===== config.mk =====
export PLATFORM = sky130hd
export DESIGN_NAME = lector_contadores
export DESIGN_NICKNAME = d
export VERILOG_FILES = /design/src/rtl/lector_contadores.sv
export SDC_FILE = /design/constraint.sdc
export NUM_CORES = 1
export LEC_CHECK = 0
export CELL_PAD_IN_SITES_DETAIL_PLACEMENT = 1
export CELL_PAD_IN_SITES_GLOBAL_PLACEMENT = 1
export CORE_UTILIZATION = 35
export CTS_CLUSTER_SIZE = 20
export DETAILED_ROUTE_END_ITERATION = 6
export PLACE_DENSITY = 0.85
export SLEW_MARGIN = 10
export SYNTH_ARGS = -nofsm -noshare
export SYNTH_HDL_FRONTEND = slang
export SYNTH_SLANG_ARGS = --single-unit
export TNS_END_PERCENT = 10

===== constraint.sdc =====
create_clock -name clk -period 3.1 [get_ports clk]
set_input_delay 0.775 -clock clk [delete_from_list [all_inputs] [get_ports clk]]
set_output_delay 0.775 -clock clk [all_outputs]
set_load 0.01 [all_outputs]

===== src/rtl/lector_contadores.sv =====
// Readout sequencer for the per-FIFO push counter block.
// It fetches the four FIFO counts in order, keeps them and their sum, then pulses done.
module lector_contadores #(
  parameter int CBITS   = 5,
  parameter int TBITS   = 3,
  parameter int TIMEOUT = 4
) (
  input  logic             clk,
  input  logic             reset,
  input  logic             start,
  input  logic             idle,
  input  logic [CBITS-1:0] counter_in,
  input  logic             valid_in,
  output logic             req,
  output logic [1:0]       idx,
  output logic [CBITS-1:0] count0,
  output logic [CBITS-1:0] count1,
  output logic [CBITS-1:0] count2,
  output logic [CBITS-1:0] count3,
  output logic [CBITS+1:0] total,
  output logic             busy,
  output logic             done,
  output logic             error
);

  typedef enum logic [1:0] {ESPERA, PIDE, PAUSA, FIN} state_t;

  state_t           state, next_state;
  logic [TBITS-1:0] timer;
  logic             abort, accept, expired, advance;
  logic             req_d, busy_d, done_d;
  logic [CBITS-1:0] capture;

  // Losing idle takes priority over a valid arriving in the same cycle.
  assign abort   = ((state == PIDE) || (state == PAUSA)) && !idle;
  assign accept  = (state == PIDE) && idle && valid_in;
  assign expired = (state == PIDE) && idle && !valid_in && (timer == TBITS'(TIMEOUT - 1));
  assign advance = accept || expired;
  assign capture = accept ? counter_in : '0;

  always_ff @(posedge clk or negedge reset) begin
    if (!reset) state <= ESPERA;
    else        state <= next_state;
  end

  always_comb begin
    next_state = state;
    case (state)
      ESPERA: if (start && idle) next_state = PIDE;
      PIDE: begin
        if (!idle)        next_state = ESPERA;
        else if (advance) next_state = (idx == 2'd3) ? FIN : PAUSA;
      end
      PAUSA:   next_state = idle ? PIDE : ESPERA;
      FIN:     next_state = ESPERA;
      default: next_state = ESPERA;
    endcase
  end

  // Control outputs are decoded from the upcoming state so they register in step with it.
  always_comb begin
    req_d  = (next_state == PIDE);
    busy_d = (next_state != ESPERA);
    done_d = (next_state == FIN);
  end

  always_ff @(posedge clk or negedge reset) begin
    if (!reset) begin
      req    <= 1'b0;
      busy   <= 1'b0;
      done   <= 1'b0;
      idx    <= 2'd0;
      timer  <= '0;
      total  <= '0;
      error  <= 1'b0;
      count0 <= '0;
      count1 <= '0;
      count2 <= '0;
      count3 <= '0;
    end else begin
      req  <= req_d;
      busy <= busy_d;
      done <= done_d;
      case (state)
        ESPERA: begin
          if (start && idle) begin
            idx   <= 2'd0;
            timer <= '0;
            total <= '0;
            error <= 1'b0;
          end
        end
        PIDE: begin
          if (abort) begin
            error <= 1'b1;
            idx   <= 2'd0;
          end else if (advance) begin
            case (idx)
              2'd0:    count0 <= capture;
              2'd1:    count1 <= capture;
              2'd2:    count2 <= capture;
              default: count3 <= capture;
            endcase
            total <= total + {2'b00, capture};
            timer <= '0;
            if (expired) error <= 1'b1;
          end else begin
            timer <= timer + TBITS'(1);
          end
        end
        PAUSA: begin
          timer <= '0;
          if (abort) begin
            error <= 1'b1;
            idx   <= 2'd0;
          end else begin
            idx <= idx + 2'd1;
          end
        end
        FIN:     idx <= 2'd0;
        default: idx <= 2'd0;
      endcase
    end
  end

endmodule

==> results of run 1 <==
[cell usage after synthesis (2+ instances only)]
cell | instances | area share, %
nand3_1 | 6 | 1.5
a21oi_1 | 10 | 2.5
ha_1 | 16 | 10
nand2_2 | 4 | 1.3
inv_1 | 14 | 2.7
nand4_1 | 3 | 0.95
nor2_1 | 9 | 1.7
nand2_1 | 39 | 7.4
nand2b_1 | 4 | 1.3
o21ai_0 | 30 | 7.6
xor2_1 | 2 | 0.89
or3_1 | 2 | 0.63
dfrtp_1 | 38 | 48
buf_4 | 2 | 0.76
a21o_1 | 3 | 1.1
o31ai_1 | 5 | 1.9
[power breakdown]
group | switching (mW) | internal [mW] | leakage (nW) | total [mW]
sequential | 0.0618 | 0.576 | 0.515 | 0.638
combinational | 0.349 | 0.280 | 0.636 | 0.629
clock | 0.197 | 0.323 | 0.0683 | 0.520
total | 0.608 | 1.18 | 1.22 | 1.79
[per-stage QoR]
| step | hold slack, ns | cell area, sq um | power (mW) | instances | utilization (%) |
|---|---|---|---|---|---|
| finish | 0.485 | 2650 | 1.79 | 333 | 48.4 |
| global route | 0.528 | 2650 | 1.91 | 333 | 48.4 |
| CTS | 0.489 | 2650 | 1.80 | 333 | 48.4 |
| detailed placement | 0.470 | 2510 | 1.28 | 325 | 45.9 |
| global placement | 0.462 | 2510 | 1.26 | 325 | 45.9 |
| floorplan | 0.472 | 1980 | 1.03 | 207 | - |
[final cells by class]
| class | count | area [sq um] | share of cell area, % |
|---|---|---|---|
| multi-input cells | 152 | 956 | 36.1 |
| flip-flops and latches | 38 | 951 | 35.9 |
| repair buffers | 48 | 460 | 17.4 |
| well taps | 72 | 90.1 | 3.40 |
| clock buffers | 5 | 68.8 | 2.60 |
| clock inverters | 3 | 68.8 | 2.60 |
| inverters | 15 | 56.3 | 2.12 |
[tightest hold or removal path, delay by kind of cell (launching register included)]
kind,cells,cell delay [ns]
AO/OA/AOI/OAI,1,0.06
flip-flops,1,0.35
AND/OR/NAND/NOR,1,0.04
[registers in the layout, indices dropped and copies added (netlist names)]
signal	cells
error	1
count1	5
count0	5
timer	3
busy	1
req	1
done	1
count3	5
idx	2
total	7
state	2
count2	5
[kinds of logic after synthesis]
| kind of cell | count (synthesis) |
|---|---|
| simple gates | 74 |
| flops | 38 |
| buf+inv | 17 |
| compound gates | 57 |
| fa+ha+maj | 17 |
| mux | 2 |
| xor+xnor | 2 |
[per-layer routing]
layer / global-route usage, % / vias to the layer above / part of all wire, %
li1: - / 823 / -
met3: 4.05 / 9 / 3.7
met2: 30.5 / 44 / 47
met5: 0 / - / 0
met4: 5.85 / 0 / 1.5
met1: 24.5 / 824 / 47
[worst paths after layout]
kind / from / endpoint / cells after the start
min: count3[1]$_DFFE_PN0P_ / count3[1]$_DFFE_PN0P_ / 2
min in group asynchronous: reset / count3[1]$_DFFE_PN0P_ / 1
min reg2reg: count3[1]$_DFFE_PN0P_ / count3[1]$_DFFE_PN0P_ / 2
max in group asynchronous: reset / total[5]$_DFFE_PN0P_ / 1
max reg2reg: state[1]$_DFF_PN0_ / total[4]$_DFFE_PN0P_ / 12
max: idle / total[4]$_DFFE_PN0P_ / 11
==> reports/qor.json, run 1 <==
{
  "cts": {
    "postCtsHoldBufs": 0,
    "post_cts_resize_count": 0,
    "cts_max_level": 2,
    "clkSlewWorstSetupHoldPaths_ns": 0.08,
    "clkLatencyLatePin_ns": 0.30,
    "clock_sink_count": 38,
    "cts-buffers-inserted": 5,
    "cts_setup_buffers": 0,
    "clock_tree.root_cell": "clkbuf_8",
    "clock_tree.buffer_depth": 2,
    "tritoncts_clock_tree": "built"
  },
  "run": {
    "drv.max_cap_violation_count": 0
  },
  "grt": {
    "pin_count_of_the_biggest_net_entering_global_routing": 39,
    "gr-usage-all-layers_pct": 18.7,
    "antenna_found_initial": 0,
    "first_pass_grt_wire_length_mm": 8.73,
    "grt_pass1_vias": 1728,
    "globalRouteOverflowTotal": 0
  },
  "synth": {
    "synth.ff_latch_count": 38,
    "compound_gate_portion_of_the_synthesized_area_pct": 17.8,
    "synth.area.mux_share_pct": 1.33,
    "synth.lib_cells_used.distinct": 36,
    "netlist_instances": 207,
    "synthesis.nets": 234,
    "ys.warnings.count": 0,
    "synth_xor_xnor_area_share_pct": 0.886,
    "synth_area_sq_um": 1980,
    "synth_async_sr_flop_share_pct": 100,
    "adder_and_majority_cell_fraction_of_the_synthesized_area_pct": 11.1,
    "fraction_of_the_yosys_area_taken_by_sequential_cells_pct": 48.1,
    "synth_top_family_by_area": "compound AO/OA/AOI/OAI gates",
    "synth_flop_cell": "dfrtp_1",
    "synth_edf_count": 0,
    "mapped_avg_cell_area_sq_um": 9.56,
    "synth-simple-area-share_pct": 17.1
  },
  "timing": {
    "period_needed_ns": 2.79,
    "setup_slack_ns": 0.315,
    "final_cycle_share_pct": 89.9,
    "relSlewSlack_pct": 43.4,
    "timing.final.setup_violations": 0,
    "finalHoldViolations": 0,
    "max_freq_mhz": 359,
    "tightest_slew_ns": 0.849,
    "final.setup.tns_ns": 0,
    "maxSlewViolCount": 0,
    "grt_setup_unrepaired": "no",
    "clock_skew_ns": 0.00810
  },
  "worst_setup_path": {
    "critPathArrivalTime_ns": 2.98,
    "crit_family": "buffers and inverters",
    "crit_fanout": 2,
    "crit_path_top_cell_by_count": "inv_1",
    "timing.critical_path.cells": "clkdlybuf4s50_1 > and3_1 > nand2_1 > inv_1 > ha_1 > inv_1 > fa_1 > nand2b_1 > a21oi_1 > nor2_1 > o41ai_2",
    "setup.worst_path.class": "input pin to flop",
    "crit_buf_inv": 3,
    "reg2reg_slack_ns": 0.53,
    "critical-path-max-stage-delay_ns": 0.47,
    "crit_slowest_cell": "clkdlybuf4s50_1",
    "cp_startpoint_kind": "input pin",
    "cp-end-kind": "flop",
    "worst_ep_required_time_ns": 3.30
  },
  "pwr": {
    "cellPowerDensity_nw_per_um2": 674,
    "power.leakage_nw": 1.22,
    "worst_voltage_drop_across_the_vdd_grid_mv": 0.350
  },
  "place": {
    "io_buffers": 42,
    "gpl.final_weighted_congestion": 0.766,
    "place.detailed.hpwl_mm": 3.76,
    "pre_cts_ws_ns": 0.0254
  },
  "outcome": {
    "outcome": "complete, no violations"
  },
  "drt": {
    "antenna_violating_nets_post_route": 0,
    "detail_route.wirelength_mm": 5.00,
    "detailedRoute.firstPassIterationCount": 4,
    "post_drt_via_cell_ratio": 5.11,
    "wl_per_cell_um": 15.0,
    "via_count": 1700,
    "drt_iter0_drc": 102,
    "drc": 0
  },
  "floorplan": {
    "floorplan.initialDensity_pct": 36.1,
    "design.portCount": 43,
    "core-area_sq_um": 5470,
    "die_height_um": 77.2,
    "placementRows": 27,
    "die-area_sq_um": 5960,
    "chipWidth_um": 77.2
  },
  "cells_and_area": {
    "syn2layout_area_growth_pct": 34.0,
    "finalNetCount": 287,
    "final_common_cell": "clkdlybuf4s50_1",
    "fillCellCount": 632,
    "final_cell_mix": "clkdlybuf4s50_1, nand2_1, dfrtp_1",
    "drive_gt1_share_pct": 9.96,
    "ant_cells": 0
  },
  "hold_path": {
    "holdCritPathClass": "flop to flop"
  }
}
Note: power is estimated with default switching activity, not from simulation.
==> inputs of run 2 (changes only) <==
--- a/config.mk
+++ b/config.mk
@@ -8,7 +8,6 @@
 export CELL_PAD_IN_SITES_DETAIL_PLACEMENT = 1
 export CELL_PAD_IN_SITES_GLOBAL_PLACEMENT = 1
 export CORE_UTILIZATION = 35
-export CTS_CLUSTER_SIZE = 20
 export DETAILED_ROUTE_END_ITERATION = 6
 export PLACE_DENSITY = 0.85
 export SLEW_MARGIN = 10
==> results of run 2 <==
No change in the layout: final DEF, timing and power equal those of run 1.
==> inputs of run 3 (changes only) <==
--- a/config.mk
+++ b/config.mk
@@ -10,7 +10,7 @@
 export CORE_UTILIZATION = 35
 export DETAILED_ROUTE_END_ITERATION = 6
 export PLACE_DENSITY = 0.85
-export SLEW_MARGIN = 10
+export SLEW_MARGIN = 20
 export SYNTH_ARGS = -nofsm -noshare
 export SYNTH_HDL_FRONTEND = slang
 export SYNTH_SLANG_ARGS = --single-unit
==> results of run 3 <==
No change in the layout: final DEF, timing and power equal those of run 1.
